[src/rtl/multi_tone_gen.sv]
// multi_tone_gen: N-channel square-wave tone generator for speaker/DAC pins.
//
// Each channel has a programmable half-period (cfg_half = half-period - 1)
// and an optional burst length in full periods (0 = continuous).
// spk_on gates every channel. Retuning a running channel is glitch-free:
// new settings are held in a shadow and take effect at the channel's
// next 1->0 output toggle.
//
// Ports:
//   clk        system clock
//   resetn     asynchronous reset, active low
//   spk_on     global enable; 0 holds every channel idle with its output low
//   cfg_valid  config write request
//   cfg_ready  config write can be accepted (low while any shadow is pending)
//   cfg_ch     target channel; indices >= NUM_CH are accepted and dropped
//   cfg_half   half-period minus one, in clk cycles
//   cfg_burst  burst length in full periods (0 = continuous)
//   cfg_en     channel enable; 0 stops the channel immediately
//   spk_pin    square-wave outputs, one bit per channel
//   ch_busy    channel is running
//   ch_done    one-cycle pulse after a burst completes
module multi_tone_gen #(
    parameter int NUM_CH       = 2,
    parameter int CNT_W        = 16,
    parameter int BURST_W      = 8,
    parameter int DEFAULT_HALF = 8000
) (
    input  logic                      clk,
    input  logic                      resetn,
    input  logic                      spk_on,
    input  logic                      cfg_valid,
    output logic                      cfg_ready,
    input  logic [$clog2(NUM_CH):0]   cfg_ch,
    input  logic [CNT_W-1:0]          cfg_half,
    input  logic [BURST_W-1:0]        cfg_burst,
    input  logic                      cfg_en,
    output logic [NUM_CH-1:0]         spk_pin,
    output logic [NUM_CH-1:0]         ch_busy,
    output logic [NUM_CH-1:0]         ch_done
);

    localparam int CH_W = $clog2(NUM_CH) + 1;

    typedef enum logic {IDLE, RUN} state_t;

    state_t             st       [NUM_CH];
    logic [CNT_W-1:0]   cnt      [NUM_CH];
    logic [CNT_W-1:0]   half     [NUM_CH];
    logic [CNT_W-1:0]   sh_half  [NUM_CH];
    logic [BURST_W-1:0] bcnt     [NUM_CH];
    logic [BURST_W-1:0] bcnt_inc [NUM_CH];
    logic [BURST_W-1:0] burst    [NUM_CH];
    logic [BURST_W-1:0] sh_burst [NUM_CH];
    logic [NUM_CH-1:0]  en;
    logic [NUM_CH-1:0]  pend;
    logic [NUM_CH-1:0]  at_top;
    logic [NUM_CH-1:0]  burst_end;
    logic [NUM_CH-1:0]  hit;
    logic               accept;

    assign cfg_ready = ~|pend;
    assign accept    = cfg_valid & cfg_ready;

    always_comb begin
        at_top    = '0;
        burst_end = '0;
        hit       = '0;
        ch_busy   = '0;
        for (int unsigned i = 0; i < NUM_CH; i++) begin
            bcnt_inc[i]  = bcnt[i] + 1'b1;
            at_top[i]    = (cnt[i] == half[i]);
            burst_end[i] = (burst[i] != '0) && (bcnt_inc[i] == burst[i]);
            hit[i]       = accept && (cfg_ch == CH_W'(i));
            ch_busy[i]   = (st[i] == RUN);
        end
    end

    always_ff @(posedge clk or negedge resetn) begin
        if (!resetn) begin
            en      <= '0;
            pend    <= '0;
            spk_pin <= '0;
            ch_done <= '0;
            for (int unsigned i = 0; i < NUM_CH; i++) begin
                st[i]       <= IDLE;
                cnt[i]      <= '0;
                bcnt[i]     <= '0;
                half[i]     <= CNT_W'(DEFAULT_HALF);
                burst[i]    <= '0;
                sh_half[i]  <= '0;
                sh_burst[i] <= '0;
            end
        end else begin
            ch_done <= '0;
            for (int unsigned i = 0; i < NUM_CH; i++) begin
                if (hit[i] && !cfg_en) begin
                    st[i]      <= IDLE;
                    spk_pin[i] <= 1'b0;
                    cnt[i]     <= '0;
                    bcnt[i]    <= '0;
                    pend[i]    <= 1'b0;
                    en[i]      <= 1'b0;
                    if (st[i] == IDLE || !spk_on) begin
                        half[i]  <= cfg_half;
                        burst[i] <= cfg_burst;
                    end
                end else if (!spk_on) begin
                    st[i]      <= IDLE;
                    spk_pin[i] <= 1'b0;
                    cnt[i]     <= '0;
                    bcnt[i]    <= '0;
                    if (hit[i]) begin
                        half[i]  <= cfg_half;
                        burst[i] <= cfg_burst;
                        en[i]    <= 1'b1;
                    end else if (pend[i]) begin
                        // No toggle will come while gated; commit the shadow
                        // so cfg_ready cannot stay low indefinitely.
                        half[i]  <= sh_half[i];
                        burst[i] <= sh_burst[i];
                        pend[i]  <= 1'b0;
                    end
                end else if (st[i] == IDLE) begin
                    spk_pin[i] <= 1'b0;
                    cnt[i]     <= '0;
                    bcnt[i]    <= '0;
                    if (hit[i]) begin
                        half[i]  <= cfg_half;
                        burst[i] <= cfg_burst;
                        en[i]    <= 1'b1;
                        st[i]    <= RUN;
                    end else if (en[i]) begin
                        st[i] <= RUN;
                    end
                end else if (at_top[i]) begin
                    cnt[i]     <= '0;
                    spk_pin[i] <= ~spk_pin[i];
                    if (spk_pin[i]) begin
                        if (burst_end[i])
                            ch_done[i] <= 1'b1;
                        // A write landing exactly on the falling toggle is
                        // committed directly instead of waiting a full period.
                        if (pend[i] || hit[i]) begin
                            half[i]  <= pend[i] ? sh_half[i]  : cfg_half;
                            burst[i] <= pend[i] ? sh_burst[i] : cfg_burst;
                            pend[i]  <= 1'b0;
                            bcnt[i]  <= '0;
                        end else if (burst_end[i]) begin
                            st[i]   <= IDLE;
                            en[i]   <= 1'b0;
                            bcnt[i] <= '0;
                        end else if (burst[i] != '0) begin
                            bcnt[i] <= bcnt_inc[i];
                        end
                    end else if (hit[i]) begin
                        sh_half[i]  <= cfg_half;
                        sh_burst[i] <= cfg_burst;
                        pend[i]     <= 1'b1;
                    end
                end else begin
                    cnt[i] <= cnt[i] + 1'b1;
                    if (hit[i]) begin
                        sh_half[i]  <= cfg_half;
                        sh_burst[i] <= cfg_burst;
                        pend[i]     <= 1'b1;
                    end
                end
            end
        end
    end

endmodule

[config.mk]
export PLATFORM = sky130hd
export DESIGN_NAME = multi_tone_gen
export DESIGN_NICKNAME = d
export VERILOG_FILES = /design/src/rtl/multi_tone_gen.sv
export SDC_FILE = /design/constraint.sdc
export NUM_CORES = 1
export LEC_CHECK = 0
export CAP_MARGIN = 30
export CORE_ASPECT_RATIO = 1.5
export CORE_MARGIN = 10
export CORE_UTILIZATION = 40
export DETAILED_ROUTE_END_ITERATION = 12
export PLACE_DENSITY_LB_ADDON = 0.05
export SYNTH_ARGS = -nofsm -noshare
export SYNTH_HDL_FRONTEND = slang
export SYNTH_SLANG_ARGS = --single-unit
[constraint.sdc]
create_clock -name clk -period 3.1 [get_ports clk]
set_clock_uncertainty 0.05 [all_clocks]
set_input_delay 0.31 -clock clk [delete_from_list [all_inputs] [get_ports clk]]
set_output_delay 0.31 -clock clk [all_outputs]
set_load 0.1 [all_outputs]
==> impl_metrics.toml <==
[cells_and_area]
layout.cells.most_common_list = "sky130_fd_sc_hd__dfrtp_1, sky130_fd_sc_hd__nor2_1, sky130_fd_sc_hd__a21oi_1, sky130_fd_sc_hd__xnor2_1, sky130_fd_sc_hd__mux2_2"
fin_util_pct = 47.54
final.fill_count = 1837
finish.net_count = 802
layout_overhead_on_the_synthesized_area_pct = 16.48
antenna-diode-count = 0
layout.cells.non_filler = 1036
final_common_cell = "sky130_fd_sc_hd__dfrtp_1"
share_of_layout_cells_above_drive_strength_1_pct = 19.62
final_design_area_no_fill_um2 = 9110

[yosys]
postSynth.topFlopCell = "sky130_fd_sc_hd__dfrtp_1"
fraction_of_the_yosys_area_taken_by_sequential_cells_pct = 49.46
post_synth_instance_area_um2 = 7821
postSynthNetCount = 762
count_of_flip_flops_with_a_built_in_enable_after_synthesis = 0
synth_cell_types = 69
ys.warnings.count = 0
synth-async-reset-ratio_pct = 100.0
syn-mean-instance-area_um2 = 10.76
synth_seq_cells = 154
netlist_instances = 727

[clock_network]
post_cts_buffers = 0
h-tree-depth = 4
clock-sinks = 154
worst_setup_hold_path_clk_slew_ps = 70
cts_repair_resize_count = 0
tritoncts = "yes"
clkLatencyLatePin_ps = 430
clock_tree.buffer_depth = 2
cts_buffers = 17
clock-root-buffer = "sky130_fd_sc_hd__clkbuf_16"

[die]
fp-row-count = 62
io_pins = 38
core_area_um2 = 19160
initial_core_util_pct = 40.82
die-width_um = 134.2
total_die_area_um2 = 25660
chipHeight_um = 191.3

[setup_path]
r2r-start = "bcnt[0]"
startpoint_type_of_the_worst_setup_path = "flip-flop"
max_fo_critical_path = 8
slowest_stage = "sky130_fd_sc_hd__nor4b_1"
worst_path_largest_cell_delay_ps = 590
cp.depth = 7
cp_data_required_time_ps = 3360
criticalPathCategory = "flip-flop to flip-flop"
critical_path.reg2reg.endpoint = "en[1]"
worst-r2r-setup-slack_ps = 450
cp_delay_by_family_top = "simple AND/OR/NAND/NOR gates"
critPathCapture = "en[1]"
cp_num_buf_inv = 0
worstSetupEndpointType = "flip-flop"
number_of_cells_traversed_by_the_worst_register_to_register_path = 7
worstPathCellList = "ha_1, nand3_1, xnor2_1, nand4_1, nor4b_1, nand3_1, o221a_2"
critPathMostFrequentCell = "sky130_fd_sc_hd__nand3_1"
startpoint = "bcnt[0]"
worst_ep_arrival_time_ps = 2910

[routing]
vias_per_cell = 5.109
finalWirelength_um = 16920
dr_total_vias = 5293
wl_per_cell_um = 16.33
detailedRoute.firstPassIterationCount = 4
dr.first_iter.drc_count = 269
route.detailed.drc = 0
ant_nets = 0

[placement]
io_buffers = 37
post_place_instance_area_um2 = 8517
placedCellCount = 1003
place_ws_ps = 308.7
gpl.final_weighted_congestion = 0.8268
dpl.hpwl_um = 12470

[pwr]
leakagePower_nw = 3.766
power.density_cell_area_nw_per_um2 = 654.5
max-vdd-ir-drop_uv = 397.0
total_power_mw = 5.963

[sta]
min_period_ps = 2651
setup-violations-final = 0
layout_setup_ws_ps = 449.2
fin_hold_ws_ps = 405.9
rsz0062_at_grt = "no"
timing.final.max_slew_violations = 0
fin_tns_setup_ps = 0
final_hold_viol_count = 0
tightest_slew_ps = 986.4
period_share_pct = 85.51
fmaxAchievable_mhz = 377.2
maxSlewHeadroom_pct = 34.04

[hold_path]
hold_path.class = "input pin to asynchronous set/reset pin"

[run_status]
outcome = "finished clean"

[grt]
first_global_vias = 5612
global_route.usage.total_pct = 13.96
grt_remaining_overflow = 0
antenna_violations_before_repair = 0
grt_pass1_wl_um = 28920
grt_start_max_net_pins = 76

[job]
drv_cap = 0
-- layout make-up --
type	count	area, um2	share of cell area (%)
clock buffer	17	425.4	4.670
clock inverter	15	157.7	1.731
inverter	15	56.30	0.6180
multi-input combinational	527	3737	41.02
sequential	154	3869	42.47
tap	256	320.3	3.516
timing repair buffer	52	544.3	5.974
-- registers in the layout (all words and copies together) (netlist names), 16 cells and up --
signal and count:
bcnt 16, burst 16, cnt 32, half 32
sh_burst 16, sh_half 32
-- cells in the mapped netlist, types with 5 or more instances --
cell type | count | share of area (%)
sky130_fd_sc_hd__nor2_2 | 7 | 0.56
sky130_fd_sc_hd__o22ai_1 | 6 | 0.48
sky130_fd_sc_hd__nor2_1 | 85 | 4.1
sky130_fd_sc_hd__a21oi_2 | 8 | 0.90
sky130_fd_sc_hd__dfrtp_1 | 142 | 45
sky130_fd_sc_hd__mux2_2 | 50 | 7.2
sky130_fd_sc_hd__o21ai_0 | 17 | 1.1
sky130_fd_sc_hd__or3_1 | 7 | 0.56
sky130_fd_sc_hd__a21oi_1 | 54 | 3.5
sky130_fd_sc_hd__and2_1 | 5 | 0.40
sky130_fd_sc_hd__xnor2_1 | 50 | 5.6
sky130_fd_sc_hd__nand2_1 | 41 | 2.0
sky130_fd_sc_hd__nand4_1 | 17 | 1.4
sky130_fd_sc_hd__mux2i_1 | 46 | 5.9
sky130_fd_sc_hd__inv_1 | 15 | 0.72
sky130_fd_sc_hd__clkbuf_1 | 7 | 0.34
sky130_fd_sc_hd__dfstp_2 | 12 | 4.0
sky130_fd_sc_hd__buf_2 | 16 | 1.0
sky130_fd_sc_hd__and3_1 | 7 | 0.56
sky130_fd_sc_hd__nand3_1 | 27 | 1.7
sky130_fd_sc_hd__xor2_1 | 28 | 3.1
-- worst reg2reg max path, delay by kind of cell (launching register included) --
kind	cells	cell delay (ps)
flip-flops	1	460
AND/OR/NAND/NOR	4	1140
AO/OA/AOI/OAI	1	340
XOR/XNOR	1	170
adder cells (fa/ha/maj)	1	370
-- worst min-delay path by stage --
| stage | from | end | slack, ps |
|---|---|---|---|
| detailed placement | resetn | burst[12] | 330 |
| global placement | resetn | burst[12] | 320 |
| CTS | resetn | burst[12] | 430 |
| finish | resetn | burst[12] | 410 |
| global route | resetn | burst[12] | 470 |
| floorplan | resetn | bcnt[0] | -40 |
-- cell families after synthesis --
logic type / count (synthesis) / synth area share (%)
XOR/XNOR: 79 / 9.023
flip-flops: 154 / 49.46
multiplexers: 97 / 13.28
adder cells (fa/ha/maj): 4 / 0.6399
AO/OA/AOI/OAI: 116 / 9.679
AND/OR/NAND/NOR: 231 / 14.75
buffers and inverters: 46 / 3.167
-- where the power goes --
part           leakage [nW]  internal, mW  switching [mW]  total, mW
registers              1.95          2.46           0.313       2.77
clock network         0.285          1.14           0.924       2.06
logic                  1.54         0.603           0.528       1.13
total                  3.77          4.20            1.76       5.96
-- timing repair --
action | in CTS | in global routing
hold buffers | 1 | 0
setup endpoints to repair | 0 | 0
endpoints found under the hold margin | 61 | 0
-- metal layers --
metal  GRT usage (%)  share of wire [%]  vias to the layer above
met4           4.324                1.2                        0
met2           24.17                 52                       54
met1           16.79                 45                     2592
met3           3.179                2.6                       17
met5               0                  0                        -
li1                -                  -                     2630
(Power assumes the default switching activity.)
